File: src/rtl/fetch_pc_gen_if.sv
// Fetch-side bus for fetch_pc_gen: predictor lookup, fetch request handshake,
// execute redirect and branch-resolution training stream.
interface fetch_pc_gen_if;

    typedef struct packed {
        logic        valid;
        logic [31:0] pc;
        logic        is_br;
        logic        taken;
    } IUpdatePredictionIO;

    logic [31:0]        lookup_pc;
    logic               pred_taken;
    logic               req_valid;
    logic               req_ready;
    logic [31:0]        req_pc;
    logic               req_pred_taken;
    logic [31:0]        req_pred_target;
    logic               redirect_valid;
    logic [31:0]        redirect_pc;
    IUpdatePredictionIO updateio;
    logic [31:0]        update_target;

    modport master (
        output lookup_pc, req_valid, req_pc, req_pred_taken, req_pred_target,
        input  pred_taken, req_ready, redirect_valid, redirect_pc,
               updateio, update_target
    );

    modport slave (
        input  lookup_pc, req_valid, req_pc, req_pred_taken, req_pred_target,
        output pred_taken, req_ready, redirect_valid, redirect_pc,
               updateio, update_target
    );

endinterface

File: src/rtl/fetch_pc_gen.sv
// Next-PC generator: owns the fetch PC, combines the direction predictor with a
// direct-mapped BTB, and issues fetch requests over a valid/ready handshake.
module fetch_pc_gen #(
    parameter int          ADDR_WIDTH = 6,
    parameter logic [31:0] RESET_PC   = 32'h0000_0000
) (
    input  logic           clk,
    input  logic           reset,
    fetch_pc_gen_if.master bus
);

    typedef enum logic [1:0] {IDLE, RUN, STALL, BUBBLE} state_e;

    localparam int ENTRIES = 2 ** ADDR_WIDTH;
    localparam int TAG_W   = 30 - ADDR_WIDTH;

    state_e      state_q, state_d;
    logic [31:0] pc_q, pc_d;
    logic        heldTaken_q, heldTaken_d;
    logic [31:0] heldTarget_q, heldTarget_d;

    logic [ENTRIES-1:0] btbValid_q;
    logic [TAG_W-1:0]   btbTag_q    [ENTRIES];
    logic [31:0]        btbTarget_q [ENTRIES];

    logic [ADDR_WIDTH-1:0] lookupIdx, updIdx;
    logic [TAG_W-1:0]      lookupTag, updTag;
    logic                  hit, predTaken;
    logic [31:0]           predTarget, redirectPc;
    logic                  reqValid, outTaken;
    logic [31:0]           outTarget;
    logic                  unusedBits;

    assign lookupIdx  = pc_q[ADDR_WIDTH+1:2];
    assign lookupTag  = pc_q[31:ADDR_WIDTH+2];
    assign updIdx     = bus.updateio.pc[ADDR_WIDTH+1:2];
    assign updTag     = bus.updateio.pc[31:ADDR_WIDTH+2];
    assign redirectPc = {bus.redirect_pc[31:2], 2'b00};
    assign unusedBits = ^{bus.redirect_pc[1:0], bus.updateio.pc[1:0]};

    assign hit        = btbValid_q[lookupIdx] && (btbTag_q[lookupIdx] == lookupTag);
    assign predTaken  = hit && bus.pred_taken;
    assign predTarget = predTaken ? btbTarget_q[lookupIdx] : pc_q + 32'd4;

    always_ff @(posedge clk or posedge reset) begin
        if (reset) begin
            state_q      <= IDLE;
            pc_q         <= RESET_PC;
            heldTaken_q  <= 1'b0;
            heldTarget_q <= RESET_PC + 32'd4;
        end else begin
            state_q      <= state_d;
            pc_q         <= pc_d;
            heldTaken_q  <= heldTaken_d;
            heldTarget_q <= heldTarget_d;
        end
    end

    // Redirect always wins over the handshake and kills the request in the same cycle.
    always_comb begin
        state_d      = state_q;
        pc_d         = pc_q;
        heldTaken_d  = heldTaken_q;
        heldTarget_d = heldTarget_q;
        reqValid     = 1'b0;
        outTaken     = predTaken;
        outTarget    = predTarget;
        case (state_q)
            IDLE: begin
                state_d = RUN;
            end
            RUN: begin
                reqValid = !bus.redirect_valid;
                if (bus.redirect_valid) begin
                    pc_d    = redirectPc;
                    state_d = BUBBLE;
                end else if (bus.req_ready) begin
                    pc_d = predTarget;
                end else begin
                    heldTaken_d  = predTaken;
                    heldTarget_d = predTarget;
                    state_d      = STALL;
                end
            end
            STALL: begin
                reqValid  = !bus.redirect_valid;
                outTaken  = heldTaken_q;
                outTarget = heldTarget_q;
                if (bus.redirect_valid) begin
                    pc_d    = redirectPc;
                    state_d = BUBBLE;
                end else if (bus.req_ready) begin
                    pc_d    = heldTarget_q;
                    state_d = RUN;
                end
            end
            BUBBLE: begin
                if (bus.redirect_valid) begin
                    pc_d = redirectPc;
                end else begin
                    state_d = RUN;
                end
            end
            default: begin
                state_d = IDLE;
            end
        endcase
    end

    assign bus.lookup_pc       = pc_q;
    assign bus.req_pc          = pc_q;
    assign bus.req_valid       = reqValid;
    assign bus.req_pred_taken  = outTaken;
    assign bus.req_pred_target = outTarget;

    // Non-branch resolutions evict only an entry whose tag they actually alias.
    always_ff @(posedge clk or posedge reset) begin
        if (reset) begin
            btbValid_q <= '0;
        end else if (bus.updateio.valid) begin
            if (bus.updateio.is_br && bus.updateio.taken) begin
                btbValid_q[updIdx] <= 1'b1;
            end else if (!bus.updateio.is_br && (btbTag_q[updIdx] == updTag)) begin
                btbValid_q[updIdx] <= 1'b0;
            end
        end
    end

    always_ff @(posedge clk) begin
        if (bus.updateio.valid && bus.updateio.is_br && bus.updateio.taken) begin
            btbTag_q[updIdx]    <= updTag;
            btbTarget_q[updIdx] <= bus.update_target;
        end
    end

endmodule

File: src/flat_wrapper.sv
// flat-port wrapper written by rule: the top's interface ports become plain ports
module fetch_pc_gen_flat 
#(
    parameter int          ADDR_WIDTH = 6,
    parameter logic [31:0] RESET_PC   = 32'h0000_0000
)
  (clk, reset, bus_lookup_pc, bus_req_valid, bus_req_pc, bus_req_pred_taken, bus_req_pred_target, bus_pred_taken, bus_req_ready, bus_redirect_valid, bus_redirect_pc, bus_updateio, bus_update_target);
  fetch_pc_gen_if bus_i ();
  input  logic clk;
  input  logic reset;
  output wire logic [$bits(bus_i.lookup_pc)-1:0] bus_lookup_pc;
  output wire logic [$bits(bus_i.req_valid)-1:0] bus_req_valid;
  output wire logic [$bits(bus_i.req_pc)-1:0] bus_req_pc;
  output wire logic [$bits(bus_i.req_pred_taken)-1:0] bus_req_pred_taken;
  output wire logic [$bits(bus_i.req_pred_target)-1:0] bus_req_pred_target;
  input wire logic [$bits(bus_i.pred_taken)-1:0] bus_pred_taken;
  input wire logic [$bits(bus_i.req_ready)-1:0] bus_req_ready;
  input wire logic [$bits(bus_i.redirect_valid)-1:0] bus_redirect_valid;
  input wire logic [$bits(bus_i.redirect_pc)-1:0] bus_redirect_pc;
  input wire logic [$bits(bus_i.updateio)-1:0] bus_updateio;
  input wire logic [$bits(bus_i.update_target)-1:0] bus_update_target;
  assign bus_lookup_pc = bus_i.lookup_pc;
  assign bus_req_valid = bus_i.req_valid;
  assign bus_req_pc = bus_i.req_pc;
  assign bus_req_pred_taken = bus_i.req_pred_taken;
  assign bus_req_pred_target = bus_i.req_pred_target;
  assign bus_i.pred_taken = bus_pred_taken;
  assign bus_i.req_ready = bus_req_ready;
  assign bus_i.redirect_valid = bus_redirect_valid;
  assign bus_i.redirect_pc = bus_redirect_pc;
  assign bus_i.updateio = bus_updateio;
  assign bus_i.update_target = bus_update_target;
  fetch_pc_gen #(.ADDR_WIDTH(ADDR_WIDTH), .RESET_PC(RESET_PC)) u_core (.clk(clk), .reset(reset), .bus(bus_i));
endmodule
File: config.mk
export PLATFORM = sky130hd
export DESIGN_NAME = fetch_pc_gen_flat
export DESIGN_NICKNAME = d
export VERILOG_FILES = /design/src/rtl/fetch_pc_gen_if.sv /design/src/rtl/fetch_pc_gen.sv /design/src/flat_wrapper.sv
export SDC_FILE = /design/constraint.sdc
export NUM_CORES = 2
export LEC_CHECK = 0
export CAP_MARGIN = 5
export CORE_MARGIN = 2
export CORE_UTILIZATION = 57
export DETAILED_ROUTE_END_ITERATION = 10
export HOLD_SLACK_MARGIN = 0.03
export PLACE_DENSITY_LB_ADDON = 0.3
export REMOVE_ABC_BUFFERS = 1
export SYNTH_ARGS = -nofsm -noshare
export SYNTH_HDL_FRONTEND = slang
export SYNTH_SLANG_ARGS = --single-unit
File: constraint.sdc
create_clock -name clk -period 5.4 [get_ports clk]
set_input_delay 1.62 -clock clk [delete_from_list [all_inputs] [get_ports clk]]
set_output_delay 1.62 -clock clk [all_outputs]
set_load 0.01 [all_outputs]
==> impl_metrics.env <==
export IMPL_outcome="finished with violations"
export IMPL_synth_distinct_cells=93
export IMPL_ir_drop_v=0.000495
export IMPL_die_y_um=531
export IMPL_critPathKind="reg -> out"
export IMPL_synth_area_per_cell_um2=19.8
export IMPL_coreArea_mm2=0.276
export IMPL_hpwl_mm=353
export IMPL_layout_nets=9393
export IMPL_final_design_area_no_fill_mm2=0.189
export IMPL_max_cap_viol_count=0
export IMPL_synth_warning_count=0
export IMPL_slew_headroom_pct=19.8
export IMPL_synth_edf_count=3584
export IMPL_drc=6
export IMPL_worstPathMaxFanout=31
export IMPL_worstMarginPinSlew_ns=1.20
export IMPL_grt_pass1_vias=98482
export IMPL_clk_latency_ns=0.96
export IMPL_postCtsHoldBufs=0
export IMPL_synth_cells=7993
export IMPL_synthesis_area_mm2=0.158
export IMPL_h_tree_depth=5
export IMPL_wl_per_cell_um=45.5
export IMPL_die_area_mm2=0.282
export IMPL_ys_seq_area_share_pct=70.1
export IMPL_io_buffers=197
export IMPL_max_clock_freq_ghz=0.135
export IMPL_clkTransAtPathRegs_ns=0.06
export IMPL_min_path_type="reg -> reg"
export IMPL_cts_root_buffer="clkbuf_16"
export IMPL_grt_max_degree=138
export IMPL_drive_above_1_share_pct=36.7
export IMPL_routed_via_density=7.67
export IMPL_async_flop_share_pct=3.53
export IMPL_fin_crit_sh_pct=137
export IMPL_finalHoldViolCount=0
export IMPL_start_kind="register"
export IMPL_routabilityCongestion=1.04
export IMPL_first_iter_violations=21530
export IMPL_finalCriticalPeriod_ns=7.42
export IMPL_drtAntennaViolNets=0
export IMPL_cts_buffers=376
export IMPL_setup_violations=33
export IMPL_cts_sinks=3715
export IMPL_pin_count=202
export IMPL_leakage_nw=62.6
export IMPL_overflow=0
export IMPL_start_util_pct=57.2
export IMPL_synth_top_flop_cell="edfxtp_1"
export IMPL_rsz0062_at_grt="yes"
export IMPL_maxSlewViolCount=0
export IMPL_antenna_found_initial=51
export IMPL_fill_cells=16821
export IMPL_violations="DRC, setup timing"
export IMPL_rows=193
export IMPL_clock_path_buffers=4
export IMPL_pwr_density_cell_mw_per_mm2=484
export IMPL_syn_to_final_growth_pct=19.7
export IMPL_ys_ff_latch=3715
export IMPL_placed_cell_area_mm2=0.175
export IMPL_fp_dieW_um=531
export IMPL_cts_tree="yes"
export IMPL_grt_pass1_wl_mm=816
export IMPL_skew_ns=0.105
export IMPL_num_vias=102190
export IMPL_drt_wl_total_mm=607
export IMPL_totalPowerFinal_mw=91.5
export IMPL_critPathCaptureType="primary output"
export IMPL_cp_arrival_ns=5.80
export IMPL_cp_data_required_time_ns=3.78
export IMPL_grt_usage_pct=43.0
export IMPL_setup_ws_ns=-2.02
export IMPL_firstDrtPassIters=11
[cell usage in the layout (no fill, tap or decap), types with 141 or more instances in the layout]
master     count
a221oi_1     170
mux4_2      1187
a21oi_1      141
buf_4        974
nand2_1      344
mux2_2       152
mux2i_1      240
edfxtp_1    3584
clkbuf_16    389
buf_12       289
nor2_1       194
a22oi_1      152
[layer usage]
layer,vias up,GRT usage (%),share of wire [%]
li1,36599,-,-
met1,51835,54.2,31
met2,11044,61.6,43
met3,2686,15.9,16
met4,26,31.4,9.2
met5,-,0.120,0.035
[power by group]
group	total, mW	leakage [nW]	switching (mW)	internal, mW
combinational	32.2	22.6	17.6	14.5
sequential	32.4	33.9	0.487	31.9
clock	26.9	6.11	11.3	15.6
total	91.5	62.6	29.4	62.1
[cells by family (layout without fill, tap and decap cells)]
kind of cell / Yosys count / count (layout) / synth area share, %
AOI/OAI and AO/OA: 1036 / 1036 / 4.82
xor gates and xnor gates: 69 / 69 / 0.382
adders and majority gates: 5 / 5 / 0.0396
buffers and inverters: 619 / 2214 / 1.92
DFF: 3715 / 3715 / 70.1
muxes: 1633 / 1633 / 19.9
other: 0 / 39 / 0
and+or+nand+nor: 916 / 916 / 2.81
[per-stage QoR]
step	hold WS, ns	worst slack (ns)	cells	util, %	TNS [ns]
after floorplan	0.450	-45.43	7396	-	-7361.63
after global placement	0.461	-2.41	12554	63.4	-85.39
after detailed placement	0.471	-2.36	12554	63.4	-83.11
after CTS	0.486	-1.74	13271	68.3	-54.68
after global routing	0.507	-1.92	13300	68.5	-59.73
final	0.485	-2.02	13332	68.5	-62.13
[cell type report]
class / instances / area [µm²] / area share (%)
inverter: 22 / 106 / 0.0562
clock inverter: 204 / 2410 / 1.27
antenna: 39 / 97.6 / 0.0516
clock buffer: 478 / 10100 / 5.34
sequential: 3715 / 111000 / 58.6
timing repair buffer: 1510 / 15700 / 8.28
multi-input combinational: 3659 / 45300 / 24.0
tap: 3705 / 4640 / 2.45
[cells in the mapped netlist, types with 18 or more instances]
library cell | n | area share (%)
a22oi_1 | 154 | 0.73
a21oi_1 | 141 | 0.45
edfxtp_1 | 3584 | 68
o22ai_1 | 91 | 0.36
xnor2_1 | 39 | 0.22
nor2b_1 | 24 | 0.095
xor2_1 | 30 | 0.17
a221o_1 | 68 | 0.43
nor3_1 | 25 | 0.079
nand3_1 | 50 | 0.16
dfrtp_1 | 130 | 2.1
a22o_1 | 28 | 0.16
nor2_1 | 264 | 0.63
buf_6 | 18 | 0.13
o2bb2ai_1 | 21 | 0.12
a31oi_1 | 22 | 0.087
nand4_1 | 22 | 0.087
a221oi_1 | 171 | 0.95
o21ai_0 | 164 | 0.52
clkbuf_1 | 237 | 0.56
mux4_2 | 1187 | 17
nand2_1 | 344 | 0.82
nand3b_1 | 38 | 0.18
mux2_2 | 155 | 1.1
mux2i_1 | 270 | 1.7
buf_2 | 194 | 0.61
buf_4 | 89 | 0.42
and3_1 | 25 | 0.099
a41oi_1 | 28 | 0.16
buf_1 | 58 | 0.14
mux2_1 | 18 | 0.13
[worst paths after layout]
path | startpoint | endpoint | slack, ns | cells past startpoint
worst min-delay path | u_core.heldTarget_q[22] | u_core.heldTarget_q[22] | 0.48 | 2
worst min register to register | u_core.heldTarget_q[22] | u_core.heldTarget_q[22] | 0.48 | 2
worst max register to register | u_core.bus.lookup_pc[2] | u_core.bus.lookup_pc[5] | 0.04 | 19
worst max-delay path | u_core.bus.lookup_pc[6] | bus_req_pred_target[22] | -2.02 | 19
min in group asynchronous | reset | u_core.heldTarget_q[31] | 1.14 | 2
max in group asynchronous | reset | u_core.heldTarget_q[15] | 3.11 | 3
[repair_timing]
action	CTS	global route
endpoints found under the setup margin	37	33
setup buffers	34	24
gates resized for setup	263	78
pin swaps	14	15
cloned	4	3
[flip-flops by register name (all words and copies together), names as in the netlist, named ones only]
name,flops
u_core.heldTarget_q,32
u_core.btbTag_q,1536
u_core.btbTarget_q,2048
u_core.heldTaken_q,1
u_core.bus.lookup_pc,32
u_core.state_q,2
[critical path, cell delays in order, from the launching register on]
cell	delay, ns
dfrtp_4	0.75
buf_12	0.31
nor2b_1	0.32
buf_4	0.35
a32o_1	0.27
o21ai_0	0.13
nand3b_1	0.53
o41ai_4	0.23
buf_4	0.19
and3b_1	0.19
buf_4	0.13
nand4_1	0.09
buf_6	0.16
buf_12	0.16
buf_12	0.17
buf_8	0.13
mux2i_2	0.22
o21ai_1	0.10
buf_4	0.21
buf_6	0.11
No activity file was read; power rests on OpenSTA's default activity.
